## config.mk

```make
export PLATFORM = sky130hd
export DESIGN_NAME = countdown_ctrl
export DESIGN_NICKNAME = d
export VERILOG_FILES = /design/src/rtl/countdown_pkg.sv /design/src/rtl/countdown_ctrl_debounce.sv /design/src/rtl/countdown_ctrl.sv
export SDC_FILE = /design/constraint.sdc
export NUM_CORES = 1
export LEC_CHECK = 0
export ABC_AREA = 1
export CORE_MARGIN = 2
export CORE_UTILIZATION = 46
export CTS_BUF_LIST = sky130_fd_sc_hd__clkbuf_16
export DETAILED_ROUTE_END_ITERATION = 6
export GPL_ROUTABILITY_DRIVEN = 0
export HOLD_SLACK_MARGIN = 0.1
export PLACE_DENSITY = 0.73
export REMOVE_ABC_BUFFERS = 1
export SETUP_SLACK_MARGIN = 0.1
export SLEW_MARGIN = 20
export SYNTH_ARGS = -nofsm -noshare
export SYNTH_HDL_FRONTEND = slang
export SYNTH_SLANG_ARGS = --single-unit
export TNS_END_PERCENT = 10
```

## constraint.sdc

```tcl
create_clock -name clk -period 1.4 [get_ports clk]
set_input_delay 0.35 -clock clk [delete_from_list [all_inputs] [get_ports clk]]
set_output_delay 0.35 -clock clk [all_outputs]
set_load 0.01 [all_outputs]
```

## src/rtl/countdown_pkg.sv

```systemverilog
// Shared types and default sizes for the countdown sequencer and its button conditioners.
package countdown_pkg;

  localparam int unsigned CD_N            = 6;
  localparam int unsigned CD_SYNC_STAGES  = 2;
  localparam int unsigned CD_DEBOUNCE_CYC = 4;
  localparam int unsigned CD_TICK_CYC     = 5;

  typedef enum logic [1:0] {
    IDLE     = 2'd0,
    RUN_MAN  = 2'd1,
    RUN_AUTO = 2'd2,
    DONE     = 2'd3
  } cd_state_t;

  // Counter width able to hold 0..n-1, never narrower than one bit.
  function automatic int unsigned cnt_width(input int unsigned n);
    return (n <= 1) ? 1 : $clog2(n);
  endfunction

endpackage

```

## src/rtl/countdown_ctrl_debounce.sv

```systemverilog
// Button conditioner: synchroniser chain, stability debounce and a rising-edge press pulse.
module btn_debounce
  import countdown_pkg::*;
#(
  parameter int unsigned SYNC_STAGES  = CD_SYNC_STAGES,
  parameter int unsigned DEBOUNCE_CYC = CD_DEBOUNCE_CYC
) (
  input  logic clk,
  input  logic rst,
  input  logic btn_raw,
  output logic level,
  output logic press
);

  localparam int unsigned CW = cnt_width(DEBOUNCE_CYC);

  logic [SYNC_STAGES-1:0] sync_q;
  logic [CW-1:0]          cnt_q;
  logic                   synced_c;

  assign synced_c = sync_q[SYNC_STAGES-1];

  // Level flips on the DEBOUNCE_CYC-th consecutive cycle the synced input disagrees with it.
  always_ff @(posedge clk or posedge rst) begin
    if (rst) begin
      sync_q <= '0;
      cnt_q  <= '0;
      level  <= 1'b0;
      press  <= 1'b0;
    end else begin
      sync_q <= (sync_q << 1) | SYNC_STAGES'(btn_raw);
      press  <= 1'b0;
      if (synced_c == level) begin
        cnt_q <= '0;
      end else if (cnt_q == CW'(DEBOUNCE_CYC - 1)) begin
        cnt_q <= '0;
        level <= synced_c;
        press <= synced_c;
      end else begin
        cnt_q <= cnt_q + CW'(1);
      end
    end
  end

endmodule

```

## src/rtl/countdown_ctrl.sv

```systemverilog
// Countdown sequencer: conditions three buttons and steps an external down-counter
// manually or on a fixed tick, stopping when the counter reads zero.
module countdown_ctrl
  import countdown_pkg::*;
#(
  parameter int unsigned N            = CD_N,
  parameter int unsigned SYNC_STAGES  = CD_SYNC_STAGES,
  parameter int unsigned DEBOUNCE_CYC = CD_DEBOUNCE_CYC,
  parameter int unsigned TICK_CYC     = CD_TICK_CYC
) (
  input  logic         clk,
  input  logic         rst,
  input  logic         btn_load,
  input  logic         btn_decr,
  input  logic         btn_auto,
  input  logic [N-1:0] load_val,
  input  logic [N-1:0] count_i,
  output logic         load_o,
  output logic         decr_o,
  output logic         auto_o,
  output logic         done_o
);

  localparam int unsigned TW = cnt_width(TICK_CYC);

  cd_state_t     state;
  logic [TW-1:0] tick_q;
  logic          p_load, p_decr, p_auto;
  logic [2:0]    unused_levels;
  logic          unused_load_val;
  logic          load_cmd_c, auto_cmd_c, decr_cmd_c;
  logic          settle_c, zero_c, decr_ok_c, tick_last_c;

  // load_val feeds the counter directly; this block only sequences it.
  assign unused_load_val = ^load_val;

  btn_debounce #(.SYNC_STAGES(SYNC_STAGES), .DEBOUNCE_CYC(DEBOUNCE_CYC)) u_db_load (
    .clk(clk), .rst(rst), .btn_raw(btn_load), .level(unused_levels[0]), .press(p_load)
  );
  btn_debounce #(.SYNC_STAGES(SYNC_STAGES), .DEBOUNCE_CYC(DEBOUNCE_CYC)) u_db_decr (
    .clk(clk), .rst(rst), .btn_raw(btn_decr), .level(unused_levels[1]), .press(p_decr)
  );
  btn_debounce #(.SYNC_STAGES(SYNC_STAGES), .DEBOUNCE_CYC(DEBOUNCE_CYC)) u_db_auto (
    .clk(clk), .rst(rst), .btn_raw(btn_auto), .level(unused_levels[2]), .press(p_auto)
  );

  // Same-cycle presses resolve load > auto > decr; losers are dropped.
  assign load_cmd_c = p_load;
  assign auto_cmd_c = p_auto & ~p_load;
  assign decr_cmd_c = p_decr & ~p_load & ~p_auto;

  // While a command is on the wire count_i still shows the pre-command value.
  assign settle_c    = load_o | decr_o;
  assign zero_c      = (count_i == '0) && !settle_c;
  assign decr_ok_c   = (count_i != '0) && !settle_c;
  assign tick_last_c = (tick_q == TW'(TICK_CYC - 1));

  always_ff @(posedge clk or posedge rst) begin
    if (rst) begin
      state  <= IDLE;
      tick_q <= '0;
      load_o <= 1'b0;
      decr_o <= 1'b0;
      auto_o <= 1'b0;
      done_o <= 1'b0;
    end else begin
      load_o <= 1'b0;
      decr_o <= 1'b0;
      case (state)
        IDLE: begin
          if (load_cmd_c) begin
            load_o <= 1'b1;
            state  <= RUN_MAN;
          end
        end

        RUN_MAN: begin
          if (load_cmd_c) begin
            load_o <= 1'b1;
          end else if (auto_cmd_c) begin
            state  <= RUN_AUTO;
            auto_o <= 1'b1;
            tick_q <= '0;
          end else if (zero_c) begin
            state  <= DONE;
            done_o <= 1'b1;
          end else if (decr_cmd_c && decr_ok_c) begin
            decr_o <= 1'b1;
          end
        end

        RUN_AUTO: begin
          if (load_cmd_c) begin
            load_o <= 1'b1;
            tick_q <= '0;
          end else if (auto_cmd_c) begin
            state  <= RUN_MAN;
            auto_o <= 1'b0;
            tick_q <= '0;
          end else if (zero_c) begin
            state  <= DONE;
            auto_o <= 1'b0;
            done_o <= 1'b1;
            tick_q <= '0;
          end else if (tick_last_c) begin
            tick_q <= '0;
            decr_o <= decr_ok_c;
          end else begin
            tick_q <= tick_q + TW'(1);
          end
        end

        DONE: begin
          if (load_cmd_c) begin
            load_o <= 1'b1;
            done_o <= 1'b0;
            state  <= RUN_MAN;
          end
        end

        default: begin
          state  <= IDLE;
          tick_q <= '0;
          auto_o <= 1'b0;
          done_o <= 1'b0;
        end
      endcase
    end
  end

endmodule

```

==> flow_summary.json <==
{
  "status": "complete, but fails checks",
  "violations": "negative setup slack",
  "startpoint": "state[0]",
  "holdWs_ns": 0.354,
  "io_buffer_count": 14,
  "cts-hold-fix-buffers": 0,
  "skew_ns": 0.00251,
  "coreArea_um2": 2520,
  "detail_route.wl_per_cell_um": 13.4,
  "cts_buffers": 3,
  "track_usage_pct": 16.3,
  "diodes": 0,
  "ios": 21,
  "finalHoldViolations": 0,
  "vias_per_cell": 5.15,
  "area_growth_pct": 33.6,
  "ys_ff_latch": 27,
  "instances_no_fill": 196,
  "cp_max_fo": 3,
  "cp-end-kind": "flop",
  "dpl.hpwl_mm": 1.64,
  "rsz0062_at_grt": "true",
  "p_per_area_nw_per_um2": 1700,
  "clk_latency_ns": 0.26,
  "startpoint_type": "flop",
  "routed_wl_mm": 2.62,
  "r2r_start": "state[0]",
  "drc": 0,
  "worst_pin_slew_ns": 0.351,
  "grt_start_max_net_pins": 28,
  "root_buffer": "clkbuf_16",
  "worstPathArrival_ns": 1.64,
  "dp.cells": 188,
  "timing.final.max_slew_violations": 0,
  "htreeDepth": 1,
  "grt_pass1_wl_mm": 4.00,
  "r2r_setup_slack_ns": -0.08,
  "drt_pass1_iterations": 5,
  "cts_tree": "built",
  "clk_path_buf_depth": 2,
  "vdd_drop_max_uv": 1070,
  "critical_path_class": "reg2reg",
  "drt_first_iter_violations": 25,
  "initial_core_util_pct": 49.6,
  "antenna_found_initial": 0,
  "num_rows": 18,
  "avgSynthCellArea_um2": 9.20,
  "cts.sinks": 27,
  "yosys_warnings": 0,
  "setup_ws_ns": -0.0771,
  "num-fill-cells": 194,
  "power_leakage_nw": 0.812,
  "yosysSeqAreaShare_pct": 54.0,
  "rr_worst_depth": 10,
  "setup_viol": 4,
  "path_clk_slew_ns": 0.06,
  "fin_setup_tns_ns": -0.185,
  "drive_gt1_share_pct": 19.3,
  "final.min_clock_period_ns": 1.48,
  "die-area_um2": 3150,
  "synth.distinct_cells": 17,
  "vias": 1009,
  "grt-ovfl-total": 0,
  "ant_nets": 0,
  "total_power_mw": 2.85,
  "die_height_um": 56.2,
  "hold_class": "reg2reg",
  "postSynthCellCount": 136,
  "maxCapViolCount": 0,
  "die_w_um": 56.2,
  "final_nets": 193,
  "timing.rr.end": "state[0]",
  "critPathRequiredTime_ns": 1.56,
  "syn_area_um2": 1250,
  "grt_pass1_vias": 993,
  "relSlewSlack_pct": 76.4,
  "min_period_over_period_pct": 106,
  "endpoint": "state[0]",
  "clock.fmax_mhz": 677
}
-- worst min-delay path by stage --
stage / start / to / slack (ns) / cells after the start
6_report: u_db_auto.sync_q[0] / u_db_auto.sync_q[1] / 0.35 / 0
5_1_grt: u_db_load.sync_q[0] / u_db_load.sync_q[1] / 0.36 / 0
4_1_cts: u_db_auto.sync_q[0] / u_db_auto.sync_q[1] / 0.36 / 0
3_5_place_dp: u_db_auto.sync_q[0] / u_db_auto.sync_q[1] / 0.34 / 0
3_3_place_gp: u_db_auto.sync_q[0] / u_db_auto.sync_q[1] / 0.33 / 0
2_1_floorplan: u_db_auto.sync_q[0] / u_db_auto.sync_q[1] / 0.33 / 0
-- cells by family after synthesis --
logic type,synth area share [%]
AO/OA/AOI/OAI,4.60
AND/OR/NAND/NOR,22.5
XOR/XNOR,2.10
adder cells (fa/ha/maj),9.00
buffers and inverters,7.80
flip-flops,54.0
-- where the power goes --
part	internal (mW)	total (mW)	switching, mW
combinational	0.494	1.11	0.617
clock	0.382	0.636	0.254
sequential	0.966	1.10	0.136
-- per-stage QoR --
stage               instance area [um^2]  utilization (%)  setup WS, ns
floorplan                           1250                -        0.0171
global placement                    1500             59.5        -0.128
detailed placement                  1500             59.5        -0.216
CTS                                 1580             62.5       -0.0582
global route                        1670             66.3        -0.168
finish                              1670             66.3       -0.0771
-- critical path, cell delays in order, from the launching register on --
cell	delay [ns]
dfrtp_1	0.41
inv_2	0.10
ha_4	0.19
nor2_4	0.15
nor2_4	0.06
nor2_4	0.14
nand2_1	0.07
nand2_1	0.08
nand2_1	0.07
nand2_1	0.06
inv_1	0.04
-- Yosys cell counts --
master | number | area, um^2
nor2_2 | 3 | 18.8
dfrtp_1 | 27 | 676
inv_1 | 24 | 90.1
a211oi_1 | 1 | 7.51
nand4_1 | 3 | 18.8
ha_1 | 9 | 113
nand2_1 | 25 | 93.8
nand3_1 | 6 | 30.0
o21ai_0 | 7 | 35.0
nor2_1 | 15 | 56.3
nor3_1 | 4 | 20.0
inv_2 | 2 | 7.51
xnor2_1 | 3 | 26.3
nor2_4 | 3 | 33.8
a21oi_1 | 2 | 10.0
nor3_2 | 1 | 10.0
o21ai_1 | 1 | 5.00
-- layer usage --
layer / part of all wire, % / wire (um) / vias to the layer above / global-route usage (%)
li1: - / - / 484 / -
met5: 0 / 0 / - / 0
met2: 52 / 1370 / 31 / 29.9
met1: 39 / 1030 / 483 / 17.7
met3: 3.9 / 102 / 11 / 3.02
met4: 4.4 / 116 / 0 / 8.16
-- cell type report --
type / count / area, um^2 / share of cell area [%]
sequential: 27 / 676 / 40.4
multi-input combinational: 83 / 539 / 32.3
timing repair buffer: 26 / 243 / 14.5
inverter: 26 / 97.6 / 5.84
clock buffer: 3 / 75.1 / 4.49
tap: 30 / 37.5 / 2.25
clock inverter: 1 / 3.75 / 0.225
-- repair_timing --
item                       in CTS  in global routing
setup buffers                   0                  4
resized for setup               4                 15
pin swaps                       1                  6
setup endpoints to repair      10                  9
-- flip-flops by register name, summed over array words and instances, names as in the netlist, 2 cells and up --
| signal | flops |
|---|---|
| tick_q | 3 |
| state | 2 |
| u_db_auto.cnt_q | 2 |
| u_db_auto.sync_q | 2 |
| u_db_decr.cnt_q | 2 |
| u_db_decr.sync_q | 2 |
| u_db_load.cnt_q | 2 |
| u_db_load.sync_q | 2 |
-- cells in the final DEF (no fill, tap or decap), drive strengths merged --
cell,synthesis,routed
clkdlybuf4s50,0,10
ha,9,9
a21oi,2,2
nor3,5,5
o21ai,8,8
nand4,3,3
nand3,6,6
xnor2,3,3
nand2,25,25
nor2,21,21
inv,26,27
a211oi,1,1
dlygate4sd2,0,3
clkbuf,0,3
clkdlybuf4s15,0,1
buf,0,12
dfrtp,27,27
Power figures use the tool's default switching activity.
